### config.mk
export PLATFORM = sky130hd
export DESIGN_NAME = frame_transmitter_flat
export DESIGN_NICKNAME = d
export VERILOG_FILES = /design/src/rtl/frame_transmitter_if.sv /design/src/rtl/frame_transmitter.sv /design/src/flat_wrapper.sv
export SDC_FILE = /design/constraint.sdc
export NUM_CORES = 1
export LEC_CHECK = 0
export ABC_AREA = 1
export BUFFER_PORTS_ARGS = -buffer_cell sky130_fd_sc_hd__buf_2
export CAP_MARGIN = 15
export CORE_MARGIN = 4
export CORE_UTILIZATION = 50
export DETAILED_ROUTE_END_ITERATION = 12
export PLACE_DENSITY_LB_ADDON = 0.3
export SYNTH_ARGS = -nofsm -noshare
export SYNTH_HDL_FRONTEND = slang
export SYNTH_SLANG_ARGS = --single-unit
### constraint.sdc
create_clock -name clk -period 3.98 [get_ports clk]
set_input_delay 0.398 -clock clk [delete_from_list [all_inputs] [get_ports clk]]
set_output_delay 0.398 -clock clk [all_outputs]
set_load 0.05 [all_outputs]
### src/rtl/frame_transmitter_if.sv
// Parallel-side handshake and serial outputs of the frame transmitter.
// The sender uses the master modport; the transmitter itself uses slave.
interface frame_transmitter_if #(
  parameter int DATA_LEN = 8
);
  logic [DATA_LEN-1:0] din;
  logic                tx_valid;
  logic                tx_ready;
  logic                tx;
  logic                busy;
  logic                tx_done;

  modport master (
    output din,
    output tx_valid,
    input  tx_ready,
    input  tx,
    input  busy,
    input  tx_done
  );

  modport slave (
    input  din,
    input  tx_valid,
    output tx_ready,
    output tx,
    output busy,
    output tx_done
  );
endinterface

### src/rtl/frame_transmitter.sv
// Serial frame transmitter: SFD then data word, LSB first, one bit per clk.
// Define FRAME_TX_GAP_EN to force GAP_LEN idle cycles after every frame.
module frame_transmitter #(
  parameter int                 DATA_LEN = 8,
  parameter int                 SFD_LEN  = 8,
  parameter logic [SFD_LEN-1:0] SFD      = 8'b11010101,
  parameter int                 GAP_LEN  = 4
) (
  input  logic          clk,
  input  logic          reset,
  frame_transmitter_if.slave bus
);

  localparam logic [15:0] SFD_LAST  = 16'(SFD_LEN - 1);
  localparam logic [15:0] DATA_LAST = 16'(DATA_LEN - 1);
  localparam logic [15:0] GAP_LAST  = 16'(GAP_LEN - 1);

`ifdef FRAME_TX_GAP_EN
  typedef enum logic [1:0] {
    S_IDLE = 2'd0,
    S_SFD  = 2'd1,
    S_DATA = 2'd2,
    S_GAP  = 2'd3
  } state_t;
`else
  typedef enum logic [1:0] {
    S_IDLE = 2'd0,
    S_SFD  = 2'd1,
    S_DATA = 2'd2
  } state_t;

  logic unused_gap;
  assign unused_gap = ^GAP_LAST;
`endif

  state_t              state, state_next;
  logic [15:0]         cnt, cnt_next;
  logic [DATA_LEN-1:0] data_q, data_src;
  logic [SFD_LEN-1:0]  sfd_shifted;
  logic [DATA_LEN-1:0] data_shifted;
  logic                load;
  logic                tx_q, tx_next;

  // NOTE: every output of this block gets a default first, so no path can
  // leave a variable unassigned and infer a latch.
  always_comb begin
    state_next = state;
    cnt_next   = cnt;
    load       = 1'b0;
    unique case (state)
      S_IDLE: begin
        cnt_next = '0;
        if (bus.tx_valid) begin
          load       = 1'b1;
          state_next = S_SFD;
        end
      end
      S_SFD: begin
        if (cnt == SFD_LAST) begin
          state_next = S_DATA;
          cnt_next   = '0;
        end else begin
          cnt_next = cnt + 16'd1;
        end
      end
      S_DATA: begin
        if (cnt == DATA_LAST) begin
`ifdef FRAME_TX_GAP_EN
          state_next = S_GAP;
`else
          state_next = S_IDLE;
`endif
          cnt_next   = '0;
        end else begin
          cnt_next = cnt + 16'd1;
        end
      end
`ifdef FRAME_TX_GAP_EN
      S_GAP: begin
        if (cnt == GAP_LAST) begin
          state_next = S_IDLE;
          cnt_next   = '0;
        end else begin
          cnt_next = cnt + 16'd1;
        end
      end
`endif
      default: begin
        state_next = S_IDLE;
        cnt_next   = '0;
      end
    endcase
  end

  // tx is registered, so it is computed from where the FSM is about to be.
  always_comb begin
    data_src     = load ? bus.din : data_q;
    sfd_shifted  = SFD >> cnt_next;
    data_shifted = data_src >> cnt_next;
    tx_next      = 1'b0;
    case (state_next)
      S_SFD:   tx_next = sfd_shifted[0];
      S_DATA:  tx_next = data_shifted[0];
      default: tx_next = 1'b0;
    endcase
  end

  // NOTE: sequential state uses non-blocking assignments so every register
  // samples pre-edge values regardless of statement order.
  always_ff @(posedge clk) begin
    if (reset) begin
      state <= S_IDLE;
      cnt   <= '0;
      tx_q  <= 1'b0;
    end else begin
      state <= state_next;
      cnt   <= cnt_next;
      tx_q  <= tx_next;
    end
  end

  // NOTE: the data register is not reset; it is always loaded on acceptance
  // before any bit of it reaches the line.
  always_ff @(posedge clk) begin
    if (load) data_q <= bus.din;
  end

  assign bus.tx       = tx_q;
  assign bus.tx_ready = (state == S_IDLE);
  assign bus.busy     = (state == S_SFD) || (state == S_DATA);
  assign bus.tx_done  = (state == S_DATA) && (cnt == DATA_LAST);

endmodule
### src/flat_wrapper.sv
// flat-port wrapper written by rule: the top's interface ports become plain ports
module frame_transmitter_flat 
#(
  parameter int                 DATA_LEN = 8,
  parameter int                 SFD_LEN  = 8,
  parameter logic [SFD_LEN-1:0] SFD      = 8'b11010101,
  parameter int                 GAP_LEN  = 4
)
  (clk, reset, bus_din, bus_tx_valid, bus_tx_ready, bus_tx, bus_busy, bus_tx_done);
  frame_transmitter_if #(.DATA_LEN(DATA_LEN)) bus_i ();
  input  logic clk;
  input  logic reset;
  input wire logic [$bits(bus_i.din)-1:0] bus_din;
  input wire logic [$bits(bus_i.tx_valid)-1:0] bus_tx_valid;
  output wire logic [$bits(bus_i.tx_ready)-1:0] bus_tx_ready;
  output wire logic [$bits(bus_i.tx)-1:0] bus_tx;
  output wire logic [$bits(bus_i.busy)-1:0] bus_busy;
  output wire logic [$bits(bus_i.tx_done)-1:0] bus_tx_done;
  assign bus_i.din = bus_din;
  assign bus_i.tx_valid = bus_tx_valid;
  assign bus_tx_ready = bus_i.tx_ready;
  assign bus_tx = bus_i.tx;
  assign bus_busy = bus_i.busy;
  assign bus_tx_done = bus_i.tx_done;
  frame_transmitter #(.DATA_LEN(DATA_LEN), .SFD_LEN(SFD_LEN), .SFD(SFD), .GAP_LEN(GAP_LEN)) u_core (.clk(clk), .reset(reset), .bus(bus_i));
endmodule
* Yosys cells after proc, flatten, opt, wreduce, memory -nomap -nowiden
Cells that the tools add are included.
Storage, ports and cells: word-level logic and storage cells 26, bits in latches 0, register bits after elaboration 27, memories kept 0, ROM bits 0, bits of input ports 11, RAM bits 0
Operators by class: shift-type cells 2, divide/modulo/power cells 0, order comparisons 0, add/sub/neg operators 1, $mul 0, reduce and logical (&&, ||, !) cells 4, muxes and demuxes 10, equal/unequal tests 5, bitwise gates (word level) 0
Operators by type and width (count):
- $mux 16 | 2
- $add 16x1->16 const B | 1
- $eq 16x3->1 const B | 1
- $shr 8x16->1 | 1
- $shr 8x16->1 const A | 1
- $mux 8 | 1
- $mux 2 | 3
- $pmux 2 s3 | 1
- $eq 2x1->1 const B | 2
- $eq 2x2->1 const B | 2
- $logic_not 2->1 | 1
- $mux 1 | 2
- $pmux 1 s2 | 1
- $reduce_or 2->1 | 1
- $logic_and 1x1->1 | 1
- $logic_or 1x1->1 | 1

* Depth between registers and ports, before layout
Gate-level depths: netlist of run 1.
depth in word-level cells 5, mapped depth 20, mapped depth without buffers 19

* Least setup slack after synthesis of run 1
OpenSTA, ideal clock, no wires.
path type register -> register, start register u_core.state[0], end register u_core.tx_q (netlist: u_core.bus.tx), slack 1629 ps, library setup time 64 ps, required time 3916 ps, stages on the path, launching flop included 15, arrival 2287 ps, path through dfxtp_1 inv_1 ha_1 nand2_1 buf_2 nand2_1 o211ai_1 ha_1 nor2_1 nand2_1 nor2_1 nand2_1 nor2_1 nand2_1 nor2_1
On the way: cells in the longest elaborated chain, start to end 5
RTL lines:
- start, declared | RTL line frame_transmitter.sv:36 | state_t state, state_next;
- start signal, assigned | RTL line frame_transmitter.sv:116 | state <= state_next;
- $logic_not 2->1 (*)
- via bus_tx_ready | RTL line flat_wrapper.sv:15 | output wire logic [$bits(bus_i.tx_ready)-1:0] bus_tx_ready;
- $mux 1 | RTL line frame_transmitter.sv:50 | unique case (state)
- $mux 8 | RTL line frame_transmitter.sv:97 | data_src = load ? bus.din : data_q;
- $shr 8x16->1 | RTL line frame_transmitter.sv:99 | data_shifted = data_src >> cnt_next;
- $pmux 1 s2 (*) | RTL line frame_transmitter.sv:101 | case (state_next)
- end signal, assigned | RTL line frame_transmitter.sv:118 | tx_q <= tx_next;
- end, declared | RTL line frame_transmitter.sv:42 | logic tx_q, tx_next;
Mark *: on every way through the listed nets, which the timed path passes. The rest lies on a longest branch. A chain may end at the register's enable or synchronous reset.

* Final worst setup path of run 1
start register u_core.cnt[0], end register u_core.tx_q (netlist: u_core.bus.tx)
On the way: cells in the longest elaborated chain, start to end 5
RTL lines:
- start, declared | RTL line frame_transmitter.sv:37 | logic [15:0] cnt, cnt_next;
- start signal, assigned | RTL line frame_transmitter.sv:117 | cnt <= cnt_next;
- $add 16x1->16 / $eq 16x3->1 (equally long branches)
- $mux 16 (tied with other cells) | RTL line frame_transmitter.sv:59, frame_transmitter.sv:67
- $mux 16 / $pmux 2 s3 (equally long branches)
- $shr 8x16->1 (tied with other cells) | RTL line frame_transmitter.sv:99
- $pmux 1 s2 (*) | RTL line frame_transmitter.sv:101
Every way passes the cells marked *; elsewhere a longest branch is shown, timed or not.

==> run summary, run 1 <==
Counting stages on the worst path, the most repeated cell is nand2_1. For the pin with the worst max-slew slack, the measured transition is ~0.63 ns. The number of placed instances, taps included came out at 301.

The net switching component of the power is around 0.00015 W. The max-capacitance violation count came out at 0. The total routing usage reported by global routing came out at 17.2%. The flow ran to the end, and the final reports show no timing, DRC or antenna violations.

The area of the die came out at roughly 0.0042 sq mm. The vertical die dimension came out at about 65 um. The number of antenna diodes is 0. Once the floorplan was initialized, standard cells occupied 52.5% of the core. The largest vdd supply drop is 0.166 mV. The worst endpoint required time is 4.26 ns. The synthesized design contains 27 register bits. The total wire length after detailed routing came out at 3330 um. The net count of the finished layout is 279. The worst-skew pair later-pin latency is between 0.3 and 0.4 ns.

The arrival time at the worst endpoint is between 2 and 3 ns. The clock slew seen by the registers of the worst setup and hold paths came out at ~0.15 ns. Among all flip-flop cells after synthesis, the most frequent one is dfxtp_1. In the layout the commonest cells are nand2_1, nor2_1, inv_1. The number of top-level pins is 15. The post-synthesis net count is approximately 270. The CTS root buffer is clkbuf_4. The worst path in the final design needs a cycle of between 2 and 2.5 ns, including I/O delays and setup. The commonest non-fill, non-tap cell in the layout is nand2_1.

The width of the die is 64.6 um. The final estimated routing congestion in global placement is 0.849. Setup total negative slack on the finished layout was measured at 0 ns. The post-synthesis sequential area ratio is 33.7%. The count of cell types in the netlist came out at 24.

After technology mapping, the gate count stands at ~250. Setup violations remaining at the end of the flow were counted as 0. The average size of a mapped cell is approximately 6.5 sq um. The cell area after placement came out at between 0.0015 and 0.002 sq mm. The detailed placer's ending HPWL came out at 2540 um. The initialized floorplan defines 20 standard-cell rows. The final hold violation count was 0. The proportion of total power due to net switching came out at between 20% and 30%. The share of total power in the clock network is 24.3%.

The proportion of synthesized flip-flops having asynchronous set or reset is 0%. The detailed-routing iteration count for the pre-antenna-repair pass came out at 4. The ratio of cells with drive above 1 in the final layout is between 10% and 20%. The number of levels the H-tree was split into is 1. The worst-case clock buffer depth came out at 2. In this run the post-CTS setup repair buffer count came out at 0.

In the routed design, unresolved DRC markers number 0. The total power draw came out at 0.000501 W. The number of global-route vias before repair came to 1354. The number of filler cells placed in the layout is roughly 320.

Setup repair after global routing left no endpoint under its margin. The kind of path behind the tightest hold check is primary input to flop. Summed over all cells, the static leakage comes to between 0.8 and 0.9 nW. The largest net degree at the start of global routing is 20. The TritonCTS buffer count is 3. The area growth from synthesis to final layout came out at 7.25%.

The nature of the critical path endpoint is a flop. The longest individual stage delay on the worst path came out at roughly 0.42 ns. Yosys attributes the largest share of cell area to dfxtp_1, nand2_1, nor2_1. The clock sink total came out at 27. The critical path in this run is classified as flop to flop. Once detail routing completed, the nets flagged for antenna violations numbered 0.

The starting DRC count in detailed routing is roughly 110. The number of antenna violations at the first check in global routing came out at 0. Along the worst path, the maximum fanout reaches 11. The number of cells upsized or downsized after cts came out at 0. Walking the worst path, the cells encountered are ha_1 -> nand2_2 -> inv_1 -> nand2_1 -> nor2_2 -> nand2_2 -> o21a_1 -> o211ai_1 -> ha_1 -> inv_1 -> nor2_1 -> nand3_1 -> nand3_1 -> nand2_1 -> nand2_1 -> nand2_1 -> nor2_1. For this design the ratio of total power to cell area is 291 mW/mm^2. The achievable frequency came out at approximately 420 MHz. The average detailed-routed wire length per instance came out at 10.9 um. The sort of element at the start of the critical path is a flop.

The post-layout instance count excluding filler cells is a little over 300. The Yosys step of the flow raised 0 warnings. The final critical-path share of the clock period came out at about 60%. The first-pass GRT wire length is approximately 5800 um. The power share of the combinational group came out at between 15 and 20%. Global routing finished with a remaining overflow of 0. The register share of total power came out at 58.2%.

The max-slew violation total from the final report was 0. The share of the synthesized area in the top cell type is between 30% and 40%. The worst pin sits at a relative slew slack of between 50% and 60%.

The total area inside the core boundary comes to 0.00305 sq mm. The internal power of the cells is 0.000354 W. The number of buffers inserted for hold repair after clock tree synthesis is 0. The number of input and output port buffers inserted came out at 14.

After routing the design area is between 0.0015 and 0.002 sq mm. The count of flip-flops with a built-in enable after synthesis came out at 0. The mean number of vias per cell came out at between 4 and 5.

The leading area contributor after synthesis is dfxtp_1. After synthesis the cells add up to between 0.0015 and 0.002 sq mm. TritonCTS built the clock tree. The final clock skew came out at between 0.003 and 0.004 ns.

The via count of the routed design is 1519. The worst hold-check slack is just under 0.3 ns. For this design, the slowest cell found on the critical path is dfxtp_1.
-- Yosys cell counts (3+ instances only) --
master,count
nand2_1,62
nor2_1,44
inv_1,32
nand3_1,30
dfxtp_1,27
ha_1,6
nand4_1,6
o21ai_0,6
o21bai_1,5
nand2_2,4
nor2_2,4
nor3_1,3
o211ai_1,3
-- per-stage QoR --
| stage | utilization [%] | setup WS [ns] |
|---|---|---|
| after global routing | 56.4 | 1.31 |
| after CTS | 56.4 | 1.60 |
| after global placement | 55.5 | 1.69 |
| after floorplan | - | 1.63 |
| final | 56.4 | 1.59 |
| after detailed placement | 55.5 | 1.64 |
-- per-layer routing --
layer  share of wire [%]  vias to the layer above  global-route usage, %
li1                    -                      809                      -
met1                  47                      677                   22.0
met2                  48                       28                   30.3
met3                 3.9                        5                   2.60
met4                 1.1                        0                   3.96
met5                   0                        -                      0
-- worst max-delay path: cells and delay by family (launching register included) --
kind	cells	cell delay, ns
AO/OA/AOI/OAI	2	0.37
adder cells (fa/ha/maj)	2	0.47
buffers and inverters	2	0.17
flip-flops	1	0.42
AND/OR/NAND/NOR	11	0.91
-- final timing paths --
kind	from	to	slack [ns]	depth (start not counted)
worst max-delay path	u_core.cnt[0]	u_core.bus.tx	1.59	17
worst min-delay path	bus_din[1]	u_core.data_q[1]	0.29	2
worst max register to register	u_core.cnt[0]	u_core.bus.tx	1.59	17
worst min register to register	u_core.data_q[4]	u_core.data_q[4]	0.46	2
-- power by group through the flow --
stage / logic, W / registers (W) / clock network [W]
after floorplan: 0.0000669 / 0.000301 / 0
after global placement: 0.0000870 / 0.000297 / 0
after detailed placement: 0.0000881 / 0.000298 / 0
after CTS: 0.0000887 / 0.000292 / 0.000128
after global routing: 0.000100 / 0.000293 / 0.000136
final: 0.0000879 / 0.000292 / 0.000122
-- area by class of cell --
class	count	area [sq um]	area share (%)
multi-input cells	184	908	52.8
flip-flops and latches	27	541	31.4
inverters	32	120	6.98
repair buffers	14	70.1	4.07
well taps	44	55.1	3.20
clock buffers	4	26.3	1.53
-- sequential cells by signal (all words and copies together), names as in the netlist --
| signal | flops |
|---|---|
| u_core.bus.tx | 1 |
| u_core.cnt | 16 |
| u_core.data_q | 8 |
| u_core.state | 2 |
-- logic make-up after synthesis --
family,share of synthesized area (%)
flops,33.7
fa+ha+maj,4.68
simple gates,44.5
compound gates,6.86
buf+inv,9.67
xor+xnor,0.546
Note: power is estimated with default switching activity, not from simulation.
==> run 2: changes to the inputs <==
- clock period: 3.98 -> 2.49 ns (I/O delays scaled with it)
==> run 2 against run 1 <==
Compared with the run above:
- via count rose by 0.39%
- hold slack got worse by 0.16 ns
- sequential cell count did not move
- largest power group unchanged
==> run summary, run 2 (synthesis results as in run 1) <==
The flow ran to the end, and the final reports show no timing, DRC or antenna violations. TritonCTS built the clock tree. Adding up every negative setup slack in the final design gives 0 ns. On the critical path, the stage with the largest delay is an instance of dfxtp_1.

The sequential cells in the finished layout cover a total of around 540 sq um. The flip-flop count of the largest register, all copies and words added is 16. In the final layout, the registers with the most flip-flops are u_core.cnt (16), u_core.data_q (8), u_core.state (2). The cell type group with the largest total delay on the critical path is simple AND/OR/NAND/NOR gates. The area growth from synthesis to final layout is 8.97%. The total stage count of the critical path is 17. The worst-case clock buffer depth came out at 2.

Setup repair after global routing left no endpoint under its margin. The ratio of cells with drive above 1 in the final layout is a little over an eighth. The core region is 0.00305 sq mm.

The arrival time at the worst endpoint came out at 2.54 ns. The vertical die dimension is ~65 um. The max-capacitance violation count is 0. The least setup slack across all paths after layout is roughly 0.24 ns. The area of the die came out at between 0.004 and 0.005 sq mm. The TritonCTS buffer count came out at 3. The library cell used most frequently in the layout, excluding fill and tap cells, is nand2_1.

The post-detailed-route count of antenna-violating nets is 0. For the finished layout, the period the worst path requires is 2.25 ns. The path class of the tightest hold or removal check is primary input to flop. The final hold violation count came to 0. The number of global-route vias before repair is ~1400. The detailed-routing iteration count for the pre-antenna-repair pass is 4. The max-slew violation total from the final report is 0. The worst setup path is launched from a flop. The final critical-path share of the clock period is between 90% and 100%. The relative slew slack is 76.3%. The final cell utilization of the core is approximately 57%. Routability-driven placement finished with a final weighted congestion of between 0.8 and 0.9. Hold repair after CTS inserted 0 buffers. The class of the most critical setup path is flop to flop.

The net count of the finished layout is between 200 and 300. The worst-case setup slack after placement came out at 0.299 ns. The total routing usage reported by global routing came out at 17.6%. The worst setup path is captured at a flop. The number of cells on the worst reg-to-reg path is 17. The number of top-level pins is 15. The number of antenna violations at the first check in global routing is 0. The multi-input gate area in the final layout came out at about 910 sq um. The worst hold path stage count is 2. The via count of the routed design is 1525. Between clock sinks in the finished design, the worst skew comes to around 0.0036 ns.

The power density normalized to cell area is ~470 mW/mm^2. The number of cells upsized or downsized after cts came out at 0. The count of endpoints failing setup in the final report came out at 0. The total wire length after detailed routing is between 3000 and 4000 um. After detailed routing, the number of vias per cell comes to between 4 and 5. Once the floorplan was initialized, standard cells occupied between 50% and 60% of the core. The number of core rows came out at 20. The signal on the critical path passes through ha_1 -> nand2_2 -> inv_1 -> nand2_1 -> nor2_2 -> nand2_2 -> o21a_1 -> o211ai_1 -> ha_1 -> inv_1 -> nor2_1 -> nand3_1 -> nand2_1 -> nand2_1 -> nand3_1 -> nand2_1 -> nor2_1.

The post-CTS setup buffer count is 0. The largest vdd supply drop is 0.387 mV. Clock-pin slew was measured on the worst setup and hold paths at ~0.16 ns. CTS built an H-tree with a depth of 1. Global routing finished with a remaining overflow of 0. The remaining design rule violation count is 0.

In the layout the commonest cells are nand2_1, nor2_1, inv_1. The clock reaches the later pin of the worst-skew pair after 0.33 ns. Based on the critical path, the design can be clocked at up to about 440 MHz. For this design, the sink count on the clock tree is 27. The largest net degree at the start of global routing is 20.

The number of antenna diodes is 0. In this run the static leakage power is roughly 0.82 nW. The longest individual stage delay on the worst path came out at approximately 0.42 ns. The starting DRC count in detailed routing is 84.

The total buffers and inverters traversed by the critical path came out at 2. The first-pass GRT wire length came out at 5860 um. The number of filler cells placed in the layout came out at approximately 330. The detailed placer's ending HPWL came out at between 2000 and 3000 um. Input and output buffers added on the ports amount to 14.

The width of the die came out at 64.6 um. The maximum fanout encountered on the critical timing path is 5. Counting flops per register, the top entry is u_core.cnt. The CTS root buffer is clkbuf_4. The average detailed-routed wire length per instance came out at approximately 11 um. The transition at the pin with the smallest max-transition slack came out at ~0.35 ns.

The cell occurring most often along the worst timing path is nand2_1. The worst endpoint required time is ~2.8 ns.
run 2: cell count changes in the layout (fill, tap and decap cells not counted):
cell and delta:
inv_6 +1, clkbuf_1 -1, buf_4 +3
run 2: per-stage QoR:
step	instance area (sq um)	std cells	hold WS, ns	power, W
after detailed placement	1720	304	0.430	0.000621
after floorplan	1600	248	0.373	0.000588
after CTS	1750	308	0.116	0.000830
after global routing	1750	308	0.102	0.000869
final	1750	308	0.130	0.000818
after global placement	1720	304	0.430	0.000620
run 2: where the power goes:
part	total (W)	internal, W	switching (W)
clock	0.000207	0.0000656	0.000141
sequential	0.000466	0.000458	0.00000829
combinational	0.000146	0.0000486	0.0000970
run 2: cell type report:
class | instances | share of cell area [%]
multi-input cells | 184 | 52.0
well taps | 44 | 3.15
clock inverters | 1 | 0.501
repair buffers | 17 | 5.30
inverters | 32 | 6.87
clock buffers | 3 | 1.29
flip-flops and latches | 27 | 30.9
run 2: worst reg2reg max path: cells and delay by family (launching register included):
| family | cells | cell delay, ns |
|---|---|---|
| AND/OR/NAND/NOR | 11 | 0.85 |
| buffers and inverters | 2 | 0.16 |
| AO/OA/AOI/OAI | 2 | 0.32 |
| flip-flops | 1 | 0.42 |
| adder cells (fa/ha/maj) | 2 | 0.47 |
run 2: final timing paths:
| kind | startpoint | end | slack, ns |
|---|---|---|---|
| setup / recovery | u_core.cnt[0] | u_core.bus.tx | 0.24 |
| setup reg to reg | u_core.cnt[0] | u_core.bus.tx | 0.24 |
| hold / removal | bus_din[1] | u_core.data_q[1] | 0.13 |
| hold reg to reg | u_core.data_q[4] | u_core.data_q[4] | 0.47 |
run 2: layer usage:
layer	routed length [um]	global-route usage, %	vias to the layer above	share of wire [%]
li1	-	-	818	-
met1	1560	22.1	679	46
met2	1670	31.1	24	50
met3	112	4.33	4	3.3
met4	25	2.90	0	0.74
met5	0	0	-	0
==> run 3: changes to the inputs <==
==> constraint.sdc (replaced) <==
create_clock -name clk -period 2.49 [get_ports clk]
set_input_delay 0.249 -clock clk [delete_from_list [all_inputs] [get_ports clk]]
set_output_delay 0.249 -clock clk [all_outputs]
set_load 0.1 [all_outputs]
==> run 3 against run 2 <==
Compared with the run above:
- design area up 0.21%
- power increased by 1.7%
- clock skew rose by 0.0069 ns
- sequential power barely moved
- largest power group unchanged
==> run summary, run 3 (synthesis results as in run 1) <==
The run finished with clean final reports. The library cell used most frequently in the layout, excluding fill and tap cells, is nand2_1. TritonCTS built the clock tree. The initialized floorplan defines 20 standard-cell rows. The register name with the most flops is u_core.cnt. Entering global routing, the biggest net connects 20 pins. The detailed placer's ending HPWL is 2600 um.

The ratio of cells with drive above 1 in the final layout came out at 14.0%. Once the clock tree was built, the resizer swapped 0 gates to a different size. The overflow left after global routing came out at 0. The final critical-path share of the clock period is about nine tenths. Across the VDD grid, the largest voltage drop is 0.278 mV.

The number of levels the H-tree was split into came out at 1. The clock sink total came out at 27. The total power draw came out at around 0.00083 W. Across the run, the number of max-cap violations was 0. In the routed layout, each cell is associated on average with a via count of 5.00. The post-CTS setup buffer count is 0. The arrival time at the worst endpoint came out at 2.03 ns. In the global route stage, overall resource usage came out at about 17%.

The total negative slack came out at 0 ns. The number of global-route vias before repair came out at around 1300. No sink is reached through more buffers than the 2 on the longest clock path. Setup repair after global routing left no endpoint under its margin. The worst endpoint required time came out at about 2.2 ns. The final clock skew is about 0.011 ns. In the layout the commonest cells are nand2_1, nor2_1, inv_1. The worst hold-check slack is 0.138 ns. Once layout is complete, the cells apart from fillers number 308. The tree is rooted in a clkbuf_4.

The count of endpoints failing setup in the final report is 0. The total wire length after detailed routing came out at 3340 um. The number of antenna diodes is 0. The clock slew seen by the registers of the worst setup and hold paths came out at roughly 0.15 ns.

The width of the die is around 65 um. The final estimated routing congestion in global placement came out at between 0.8 and 0.9. The number of placed instances, taps included is 304. The area of the die is about 0.0042 sq mm. For this design the static power due to leakage is 0.817 nW. STA classifies the critical path startpoint as a flop. The number of antenna violations at the first check in global routing is 0. The vertical die dimension came out at around 65 um. The first global-routing pass estimated approximately 5600 um of wire. Measured against its own limit, the worst slew margin works out to about two thirds. Measured on the finished design, the core utilization comes to 57.4%. The initial core utilization is between 50% and 60%. The register with the most flip-flops in the layout has 16 of them.

The TritonCTS buffer count came out at 3. The final hold violation count is 0. The tightest min-delay check is of the primary input to flop type. Along the worst path, the maximum fanout reaches 8. Pin placement for this block handled 15 I/O pins. The area growth from synthesis to final layout came out at 9.20%. The detailed-routing iteration count for the pre-antenna-repair pass came out at 4. The largest registers in the layout are u_core.cnt (16), u_core.data_q (8), u_core.state (2). The worst-skew pair later-pin latency came out at ~0.33 ns. The clock period could shrink to between 2 and 2.5 ns. The average detailed-routed wire length per instance came out at between 10 and 15 um. The achievable frequency came out at 440 MHz. The number of input and output port buffers inserted is 14. The power density normalized to cell area is 475 mW/mm^2.

The starting DRC count in detailed routing came out at about 130. The remaining design rule violation count is 0. The standard cell core area is 0.00305 sq mm. The critical path is of the flop to primary output type. STA classifies the critical path endpoint as a primary output.

The max-slew violation total from the final report is 0. The net count of the finished layout is 282. Summing over every cut layer, the via total after detailed routing is approximately 1500. The detail route stage leaves a number of antenna-violating nets equal to 0. The transition at the pin with the smallest max-transition slack came out at slightly below 0.5 ns. The number of buffers inserted for hold repair after clock tree synthesis came out at 0.
## run 3: changes by cell type in the layout (fill, tap and decap cells not counted), sizes merged
cell / before / now
clkinvlp: 0 / 1
inv: 33 / 32
## run 3: power breakdown
part	switching, W	leakage [nW]	internal (W)
sequential	0.00000858	0.221	0.000458
clock	0.000137	0.0139	0.0000615
combinational	0.000118	0.582	0.0000492
## run 3: metrics by stage
stage,setup WS [ns],instance area [sq um]
finish,0.216,1750
global route,0.0169,1750
CTS,0.203,1750
detailed placement,0.289,1720
global placement,0.400,1720
floorplan,0.123,1610
## run 3: path summary, 6_finish.rpt
check | startpoint | end | slack [ns] | depth (start not counted)
setup reg to reg | u_core.cnt[0] | u_core.bus.tx | 0.26 | 17
hold / removal | bus_din[1] | u_core.data_q[1] | 0.14 | 2
setup / recovery | u_core.cnt[0] | bus_tx_done | 0.22 | 9
hold reg to reg | u_core.data_q[4] | u_core.data_q[4] | 0.47 | 2
## run 3: worst max-delay path: stages (launching register included)
cell and delay [ns]:
dfxtp_1 0.43, ha_1 0.23, nand2_2 0.09, inv_1 0.06, nand2_1 0.05, nor2_2 0.10, nand2_2 0.07, buf_4 0.18
nor2_2 0.07, buf_2 0.42
## run 3: layer usage
layer / GRT usage [%] / vias to the layer above / wire (um)
met5: 0 / - / 0
met4: 4.75 / 0 / 13
met2: 27.7 / 43 / 1560
met1: 22.9 / 678 / 1590
met3: 2.60 / 2 / 167
li1: - / 816 / -
## run 3: final cells by class
cell class | instances | area (sq um)
Clock buffer | 3 | 22.5
Timing Repair Buffer | 17 | 92.6
Sequential cell | 27 | 541
Fill cell | 320 | 1300
Inverter | 32 | 120
Clock inverter | 1 | 7.51
Multi-Input combinational cell | 184 | 913
Tap cell | 44 | 55.1
